--- src/rtl/spi_reg_ctrl_if.sv ---
// Register-bus bundle between the SPI command sequencer and the 8-bit
// register bank.
//
//   reg_addr  : 7-bit register address
//   reg_wdata : write data
//   reg_we    : one-cycle write strobe
//   reg_re    : one-cycle read strobe
//   reg_rdata : read data, valid the cycle after reg_re
//
// master : the sequencer (drives address, data and strobes)
// slave  : the register bank (returns read data)
interface spi_reg_ctrl_if;
  logic [6:0] reg_addr;
  logic [7:0] reg_wdata;
  logic       reg_we;
  logic       reg_re;
  logic [7:0] reg_rdata;

  modport master (
    output reg_addr,
    output reg_wdata,
    output reg_we,
    output reg_re,
    input  reg_rdata
  );

  modport slave (
    input  reg_addr,
    input  reg_wdata,
    input  reg_we,
    input  reg_re,
    output reg_rdata
  );
endinterface

--- src/rtl/spi_reg_ctrl.sv ---
// SPI command sequencer for the on-chip 8-bit register bank.
//
// The first byte of every SSEL-framed transaction is a command:
// bit7 = 1 means read, bit7 = 0 means write, and bits[6:0] give the start
// address. Every following byte becomes a register write, or triggers the
// read of the next address, with 7-bit auto-increment. The block keeps tx
// loaded ahead of the slave's next shift-out, counts completed
// transactions and flags bytes that arrive while a read is in flight.
//
// Ports:
//   clk           : system clock, shared with the SPI byte slave
//   reset         : asynchronous, active-low reset
//   ssel_active   : synchronized SSEL asserted
//   rx            : last received byte, valid with byte_received
//   byte_received : one-cycle pulse per received byte
//   tx            : byte the slave loads at the next byte start
//   bus           : register bus (master side)
//   busy          : high whenever the sequencer is not idle
//   overrun       : sticky byte-overrun flag, cleared at transaction start
//   xfer_count    : number of completed transactions (wraps)
module spi_reg_ctrl #(
  parameter logic [7:0] STATUS_BYTE = 8'hA5,
  parameter int         CNT_W       = 16
) (
  input  logic               clk,
  input  logic               reset,
  input  logic               ssel_active,
  input  logic [7:0]         rx,
  input  logic               byte_received,
  output logic [7:0]         tx,
  spi_reg_ctrl_if.master     bus,
  output logic               busy,
  output logic               overrun,
  output logic [CNT_W-1:0]   xfer_count
);

  localparam logic [2:0] S_IDLE    = 3'd0;
  localparam logic [2:0] S_CMD     = 3'd1;
  localparam logic [2:0] S_WR      = 3'd2;
  localparam logic [2:0] S_RD_REQ  = 3'd3;
  localparam logic [2:0] S_RD_CAP  = 3'd4;
  localparam logic [2:0] S_RD_WAIT = 3'd5;

  logic [2:0] state;
  logic [2:0] state_next;
  logic [6:0] addr;
  logic       deselect;

  // Losing SSEL outside IDLE overrides everything else, including a byte
  // that arrives in the same cycle.
  assign deselect = (state != S_IDLE) && !ssel_active;

  always_comb begin
    state_next = state;
    if (deselect) begin
      state_next = S_IDLE;
    end else begin
      case (state)
        S_IDLE:    if (ssel_active) state_next = S_CMD;
        S_CMD:     if (byte_received) state_next = rx[7] ? S_RD_REQ : S_WR;
        S_WR:      state_next = S_WR;
        S_RD_REQ:  state_next = S_RD_CAP;
        S_RD_CAP:  state_next = S_RD_WAIT;
        S_RD_WAIT: if (byte_received) state_next = S_RD_REQ;
        default:   state_next = S_IDLE;
      endcase
    end
  end

  // The read strobe is raised on the edge that enters RD_REQ, so it is
  // visible the cycle after the triggering byte; read data then comes back
  // while in RD_CAP and tx updates one cycle later.
  always_ff @(posedge clk or negedge reset) begin
    if (!reset) begin
      state         <= S_IDLE;
      addr          <= '0;
      tx            <= STATUS_BYTE;
      bus.reg_addr  <= '0;
      bus.reg_wdata <= '0;
      bus.reg_we    <= 1'b0;
      bus.reg_re    <= 1'b0;
      busy          <= 1'b0;
      overrun       <= 1'b0;
      xfer_count    <= '0;
    end else begin
      state      <= state_next;
      busy       <= (state_next != S_IDLE);
      bus.reg_we <= 1'b0;
      bus.reg_re <= 1'b0;

      if (deselect) begin
        tx <= STATUS_BYTE;
        // A frame that never delivered its command byte is not a transaction.
        if (state != S_CMD) xfer_count <= xfer_count + CNT_W'(1);
      end else begin
        case (state)
          S_IDLE: begin
            tx <= STATUS_BYTE;
            if (ssel_active) overrun <= 1'b0;
          end
          S_CMD: begin
            if (byte_received) begin
              addr <= rx[6:0];
              if (rx[7]) begin
                bus.reg_re   <= 1'b1;
                bus.reg_addr <= rx[6:0];
              end else begin
                tx <= 8'h00;
              end
            end
          end
          S_WR: begin
            if (byte_received) begin
              bus.reg_we    <= 1'b1;
              bus.reg_addr  <= addr;
              bus.reg_wdata <= rx;
              addr          <= addr + 7'd1;
            end
          end
          S_RD_REQ: begin
            if (byte_received) overrun <= 1'b1;
          end
          S_RD_CAP: begin
            tx   <= bus.reg_rdata;
            addr <= addr + 7'd1;
            if (byte_received) overrun <= 1'b1;
          end
          S_RD_WAIT: begin
            if (byte_received) begin
              bus.reg_re   <= 1'b1;
              bus.reg_addr <= addr;
            end
          end
          default: begin
            tx <= STATUS_BYTE;
          end
        endcase
      end
    end
  end

endmodule

--- src/flat_wrapper.sv ---
// flat-port wrapper written by rule: the top's interface ports become plain ports
module spi_reg_ctrl_flat 
#(
  parameter logic [7:0] STATUS_BYTE = 8'hA5,
  parameter int         CNT_W       = 16
)
  (clk, reset, ssel_active, rx, byte_received, tx, busy, overrun, xfer_count, bus_reg_addr, bus_reg_wdata, bus_reg_we, bus_reg_re, bus_reg_rdata);
  spi_reg_ctrl_if bus_i ();
  input  logic clk;
  input  logic reset;
  input  logic ssel_active;
  input  logic [7:0] rx;
  input  logic byte_received;
  output logic [7:0] tx;
  output logic busy;
  output logic overrun;
  output logic [CNT_W-1:0] xfer_count;
  output wire logic [$bits(bus_i.reg_addr)-1:0] bus_reg_addr;
  output wire logic [$bits(bus_i.reg_wdata)-1:0] bus_reg_wdata;
  output wire logic [$bits(bus_i.reg_we)-1:0] bus_reg_we;
  output wire logic [$bits(bus_i.reg_re)-1:0] bus_reg_re;
  input wire logic [$bits(bus_i.reg_rdata)-1:0] bus_reg_rdata;
  assign bus_reg_addr = bus_i.reg_addr;
  assign bus_reg_wdata = bus_i.reg_wdata;
  assign bus_reg_we = bus_i.reg_we;
  assign bus_reg_re = bus_i.reg_re;
  assign bus_i.reg_rdata = bus_reg_rdata;
  spi_reg_ctrl #(.STATUS_BYTE(STATUS_BYTE), .CNT_W(CNT_W)) u_core (.clk(clk), .reset(reset), .ssel_active(ssel_active), .rx(rx), .byte_received(byte_received), .tx(tx), .bus(bus_i), .busy(busy), .overrun(overrun), .xfer_count(xfer_count));
endmodule
--- config.mk ---
export PLATFORM = sky130hd
export DESIGN_NAME = spi_reg_ctrl_flat
export DESIGN_NICKNAME = d
export VERILOG_FILES = /design/src/rtl/spi_reg_ctrl_if.sv /design/src/rtl/spi_reg_ctrl.sv /design/src/flat_wrapper.sv
export SDC_FILE = /design/constraint.sdc
export NUM_CORES = 1
export LEC_CHECK = 0
export ABC_AREA = 1
export ABC_CLOCK_PERIOD_IN_PS = 1400
export CAP_MARGIN = 30
export CELL_PAD_IN_SITES_DETAIL_PLACEMENT = 0
export CELL_PAD_IN_SITES_GLOBAL_PLACEMENT = 1
export CORE_ASPECT_RATIO = 1.4
export CORE_MARGIN = 2
export CORE_UTILIZATION = 32
export CTS_BUF_LIST = sky130_fd_sc_hd__clkbuf_16
export DETAILED_ROUTE_END_ITERATION = 16
export PLACE_DENSITY_LB_ADDON = 0.1
export SLEW_MARGIN = 20
export SYNTH_ARGS = -nofsm -noshare
export SYNTH_HDL_FRONTEND = slang
export SYNTH_SLANG_ARGS = --single-unit
export TNS_END_PERCENT = 30
--- constraint.sdc ---
create_clock -name clk -period 1.4 [get_ports clk]
set_clock_uncertainty 0.15 [all_clocks]
set_input_delay 0.21 -clock clk [delete_from_list [all_inputs] [get_ports clk]]
set_output_delay 0.21 -clock clk [all_outputs]
set_load 0.005 [all_outputs]
# Word level (Yosys, flattened, before mapping)
# Index checks and enable logic that the tools add are counted.
dict set report classes {
  n_addsub 2
  n_eq_ne 15
  n_mux 27
  bitwise_logic 1
  n_reduce_logical 17
}
# cell n
set op_table {}
lappend op_table {{7-bit two-way mux} 5}
lappend op_table {{8-bit two-way mux} 3}
lappend op_table {{8-bit one-hot mux with 3 select lines} 1}
lappend op_table {{7-bit one-hot mux with 3 select lines} 1}
lappend op_table {{3-bit one-hot mux with 6 select lines} 1}
lappend op_table {{16-bit by 1-bit adder with 16-bit output (second input constant)} 1}
lappend op_table {{7-bit one-hot mux with 2 select lines} 1}
lappend op_table {{3-bit two-way mux} 4}
lappend op_table {{1-bit two-way mux} 9}
lappend op_table {{3-bit nonzero test} 3}
lappend op_table {{2-bit inequality test (second input constant)} 4}
lappend op_table {{4-bit AND reduction} 2}
lappend op_table {{7-bit by 1-bit adder with 7-bit output (second input constant)} 1}
lappend op_table {{3-bit by 2-bit equality test with 1-bit output (second input constant)} 2}
lappend op_table {{3-bit equality test (second input constant)} 2}
lappend op_table {{2-bit by 1-bit inequality test with 1-bit output (second input constant)} 3}
lappend op_table {{3-bit by 2-bit inequality test with 1-bit output (second input constant)} 2}
lappend op_table {{3-bit AND reduction} 2}
lappend op_table {{5-bit AND reduction} 1}
lappend op_table {{1-bit one-hot mux with 2 select lines} 2}
lappend op_table {{2-bit nonzero test} 2}
lappend op_table {{2-bit OR reduction} 2}
lappend op_table {{3-bit by 1-bit equality test with 1-bit output (second input constant)} 1}
lappend op_table {{3-bit logical NOT} 1}
lappend op_table {{other kinds (6)} 6}
dict set report word_totals {
  register_bits 53
  input_bits 20
  output_inout_bits 43
  wordCells 72
}

# Depth between registers and ports, before layout
dict set report logic_depth {
  depth_word 5
  depth_mapped 9
  depth_no_buf 9
}

# Worst setup path before layout
# OpenSTA, ideal clock, no wires.
dict set report synth_path {
  path_type {register -> register}
  startpoint {register u_core.state[1]}
  endpoint {register u_core.addr[5]}
  t_arrival_ns 1.224
  required_ns 1.133
  setup_slack_ns -0.091
  path_stages_with_launch 9
  path_buffers 0
  path_cell_list {dfrtp_1 nor2_1 nand2_2 nand2_4 nand2_2 nor2_4 inv_2 nand2_1 nand2_1}
}
dict set report synth_via {
  elab_chain_len 4
  word_cells_on_any_way 11
  classes_between {eq/ne: 5; mux: 1; bitwise: 1; reduce/logical: 4}
}
# element line_no
set synth_rtl {}
lappend synth_rtl {{start, declared} spi_reg_ctrl.sv:44} ;# logic [2:0] state;
lappend synth_rtl {{start signal, assigned} spi_reg_ctrl.sv:86} ;# state <= state_next;
lappend synth_rtl {{parallel branches: the longest is 4 deep, another holds 4-bit AND reduction} n/a}
lappend synth_rtl {{end signal, assigned} spi_reg_ctrl.sv:103} ;# addr <= rx[6:0];
lappend synth_rtl {{end signal, assigned} spi_reg_ctrl.sv:117} ;# addr <= addr + 7'd1;
lappend synth_rtl {{end signal, assigned} spi_reg_ctrl.sv:125} ;# addr <= addr + 7'd1;
lappend synth_rtl {{end, declared} spi_reg_ctrl.sv:46} ;# logic [6:0] addr;
# Parallel ways; which one is timed is not known.
# A chain may end at the register's enable or synchronous reset.

# Worst setup path in the final report
dict set report layout_path {
  startpoint {register u_core.state[1]}
  endpoint {register u_core.bus.reg_addr[2]}
}
dict set report layout_via {
  elab_chain_len 4
  word_cells_on_any_way 13
  classes_between {eq/ne: 6; mux: 1; bitwise: 1; reduce/logical: 5}
}
# element line_no
set layout_rtl {}
lappend layout_rtl {{3-bit by 2-bit equality test with 1-bit output, or another cell as far along} spi_reg_ctrl.sv:96} ;# case (state)
lappend layout_rtl {{2-bit OR reduction (no line) / 1-bit logical AND (equally long branches)} n/a}
lappend layout_rtl {{2-bit by 1-bit inequality test with 1-bit output (no line), or another cell as far along} n/a}
lappend layout_rtl {{5-bit AND reduction (no line)} n/a}
lappend layout_rtl {{end signal, assigned} spi_reg_ctrl.sv:106} ;# bus.reg_addr <= rx[6:0];
lappend layout_rtl {{end signal, assigned} spi_reg_ctrl.sv:115} ;# bus.reg_addr <= addr;
lappend layout_rtl {{end signal, assigned} spi_reg_ctrl.sv:131} ;# bus.reg_addr <= addr;
lappend layout_rtl {{end, declared} spi_reg_ctrl_if.sv:20} ;# output reg_addr,
# Parallel ways exist; a longest one is shown, timed or not.

==> Implementation_results.wiki <==
{| class="wikitable"
! Metric !! Value
|-
| Drt total wl || 7.365 mm
|-
| Most used cells in the layout excluding fill and tap cells || sky130_fd_sc_hd__nand2_1, sky130_fd_sc_hd__buf_4, sky130_fd_sc_hd__dfrtp_1
|-
| Vias || 2672
|-
| Violation count after the first detailed-route iteration || 77
|-
| Number of inserted diodes || 0
|-
| Max transition margin || 78.72%
|-
| TritonCTS Sinks || 53
|-
| Worst hold slack || 0.2776 ns
|-
| Clock tree root driver cell || sky130_fd_sc_hd__clkbuf_16
|-
| Cell-by-cell listing of the critical path || buf_4 -> nand3_4 -> nand2_2 -> buf_4 -> o21ai_0 -> nand3_1 -> nand2_1
|-
| Worst Path Max Fanout || 14
|-
| Leading area contributor after synthesis || sky130_fd_sc_hd__dfrtp_1
|-
| Most common cell after layout, fill and taps aside || sky130_fd_sc_hd__nand2_1
|-
| Violations in the final reports || negative setup slack
|-
| Port Buffers || 62
|-
| Clock transition at path regs || 0.07 ns
|-
| Post-place instance area || 3814 um2
|-
| Overall routing resource usage || 16.63%
|-
| Number of antenna violations at the first check in global routing || 0
|-
| Die outline width || 82.21 um
|-
| Depth of the CTS H-tree || 2
|-
| Power after layout || 8.361 mW
|-
| Number of cells produced by synthesis || 361
|-
| Synth-to-layout area growth || 53.15%
|-
| Final count of hold timing violations || 0
|-
| Gp weighted congestion || 0.7608
|-
| Worst skew pair latency || 0.29 ns
|-
| Data arrival, critical path || 1.65 ns
|-
| Area share of the largest cell type after synthesis || 44.75%
|-
| Clock tree from TritonCTS || done
|-
| Number of DRC violations after detailed routing || 0
|-
| Synthesis-stage register bit count || 53
|-
| Top area cells in the synthesized netlist || sky130_fd_sc_hd__dfrtp_1, sky130_fd_sc_hd__nand2_1, sky130_fd_sc_hd__nand3_1
|-
| DP HPWL || 5.266 mm
|-
| Worst path required time || 1.49 ns
|-
| Unrepaired setup endpoints after global routing || true
|-
| Total placed cells including tap cells || 561
|-
| Average detailed-routed wire length per instance || 12.50 um
|-
| Total power per unit cell area || 1992 nW/um2
|-
| Worst Hold Class || in -> async
|-
| LEAKAGE || 2.181 nW
|-
| Delay of the slowest cell on the worst path || 0.44 ns
|-
| Crit Reg-Reg Startpoint || u_core.state[1]$_DFF_PN0_
|-
| Number of cells in the finished layout apart from fillers || 589
|-
| Nets || 508
|-
| Area of all placed cells without fillers || 4197 um2
|-
| Nets in the synthesized netlist || 383
|-
| Portion of the post-synthesis area used by sequential elements || 48.58%
|-
| Vertical die dimension || 113.5 um
|-
| F_max || 639.8 MHz
|-
| First-pass GRT wire length || 12.01 mm
|-
| CTS buffer count || 5
|-
| Worst path slowest cell || sky130_fd_sc_hd__dfrtp_2
|-
| Area inside the core boundary || 8247 um2
|-
| Io pins || 63
|-
| Destination of the worst register-to-register timing path || u_core.bus.reg_addr[2]$_DFFE_PN0P_
|-
| Max Transition Viols Final || 0
|-
| Result of the run || finished, violations left
|-
| Pin count of the biggest net entering global routing || 54
|-
| Final core utilization || 50.89%
|-
| Total overflow reported by the global router || 0
|-
| Min Clock Period, post-route || 1.563 ns
|-
| Post-synth design cell area || 2740 um2
|-
| Depth of the worst register-to-register path || 7
|-
| First-pass detailed-route iteration total || 5
|-
| Area enclosed by the die boundary || 9329 um2
|-
| Setup-failing EPs final || 50
|-
| Number of warnings reported in the yosys synthesis log || 0
|-
| Actual slew at the worst max-slew pin || 0.3159 ns
|-
| Initial cell density of the core || 33.23%
|-
| Clock Tree Buf Depth || 2
|-
| Post-route clock period utilization || 111.6%
|-
| Endpoint class of the critical path || flip-flop
|-
| Detail-routed via count per cell || 4.537
|-
| Proportion of layout cells with a drive suffix above 1 || 27.10%
|-
| Remaining antenna violation count after routing || 0
|-
| Unique masters post-synth || 26
|-
| Via count of the first global-routing pass || 2638
|-
| Critical Path Source || u_core.state[1]$_DFF_PN0_
|-
| Peak supply drop || 0.001074 V
|-
| Standard-cell row count || 39
|-
| Per-instance average area after synthesis || 7.590 um2
|-
| Path type of the worst setup path || reg -> reg
|-
| Setup slack, reg-to-reg || -0.16 ns
|-
| Worst-case setup margin in the final layout || -0.1629 ns
|-
| Crit path launch type || flip-flop
|-
| Max-cap violations || 0
|-
| Most frequent CP cell || sky130_fd_sc_hd__buf_4
|}
## worst max path at each step
stage / endpoint / slack (ns) / depth (start not counted)
2_1_floorplan: u_core.bus.reg_addr[0]$_DFFE_PN0P_ / -0.02 / 8
3_3_place_gp: u_core.tx[7]$_DFFE_PN1P_ / -0.40 / 7
3_5_place_dp: u_core.tx[5]$_DFFE_PN1P_ / -0.44 / 7
4_1_cts: u_core.bus.reg_addr[6]$_DFFE_PN0P_ / -0.16 / 8
5_1_grt: u_core.bus.reg_addr[2]$_DFFE_PN0P_ / -0.25 / 8
6_report: u_core.bus.reg_addr[2]$_DFFE_PN0P_ / -0.16 / 7
## layer usage
metal	track usage, %	up-vias	wire length (um)
met5	0	-	0
met2	28.71	43	3816
met1	20.14	1225	3182
li1	-	1395	-
met3	3.085	9	210
met4	6.111	0	155
## sequential cells by signal, indices dropped and copies added (netlist names)
register              cells
u_core.addr               7
u_core.bus.reg_addr       7
u_core.bus.reg_re         1
u_core.bus.reg_wdata      8
u_core.bus.reg_we         1
u_core.busy               1
u_core.overrun            1
u_core.state              3
u_core.tx                 8
u_core.xfer_count        16
## critical path, delay by kind of cell (launching register included)
kind / cells / cell delay [ns]
flops: 1 / 0.44
buf+inv: 2 / 0.33
compound gates: 1 / 0.21
simple gates: 4 / 0.37
## cells by family (layout without fill, tap and decap cells)
group	count (synthesis)	count (layout)	share of synthesized area, %
AO/OA/AOI/OAI	30	30	5.479
XOR/XNOR	9	9	2.877
adder cells (fa/ha/maj)	2	2	0.9131
buffers and inverters	44	169	6.484
flip-flops	53	53	48.58
AND/OR/NAND/NOR	223	224	35.66
## area by class of cell
cell class,instances,area (um2)
clock buffers,5,125.1
clock inverters,3,65.06
fillers,847,4050
inverters,38,152.6
multi-input cells,265,1340
flip-flops and latches,53,1338
well taps,102,127.6
repair buffers,122,1041
repair inverters,1,7.507
## cells in the mapped netlist, drive strengths merged
master / n
a21oi: 3
and2: 1
buf: 5
clkbuf: 1
dfrtp: 49
dfstp: 4
ha: 2
inv: 38
nand2: 140
nand3: 41
nand4: 6
nor2: 32
nor3: 1
nor4: 1
o21ai: 27
or2: 1
xnor2: 5
xor2: 4
## through the flow
stage               setup WS [ns]  TNS (ns)
floorplan                -0.02305   -0.3459
global placement          -0.4038    -14.86
detailed placement        -0.4363    -15.42
CTS                       -0.1618    -4.994
global route              -0.2544    -9.547
finish                    -0.1629    -5.129
## where the power goes
| part | total (mW) | switching (mW) | internal [mW] | leakage, nW |
|---|---|---|---|---|
| combinational | 4.25 | 2.19 | 2.06 | 1.42 |
| clock | 1.58 | 0.557 | 1.02 | 0.0938 |
| sequential | 2.53 | 0.406 | 2.12 | 0.668 |
| total | 8.36 | 3.16 | 5.20 | 2.18 |
## repair_timing
action	in CTS	in global routing
hold endpoints to repair	49	0
gates resized for setup	89	23
pin swaps	5	7
hold buffers	1	0
cloned	1	1
setup endpoints to repair	94	56
buffers inserted	14	3
No activity file was read; power rests on OpenSTA's default activity.
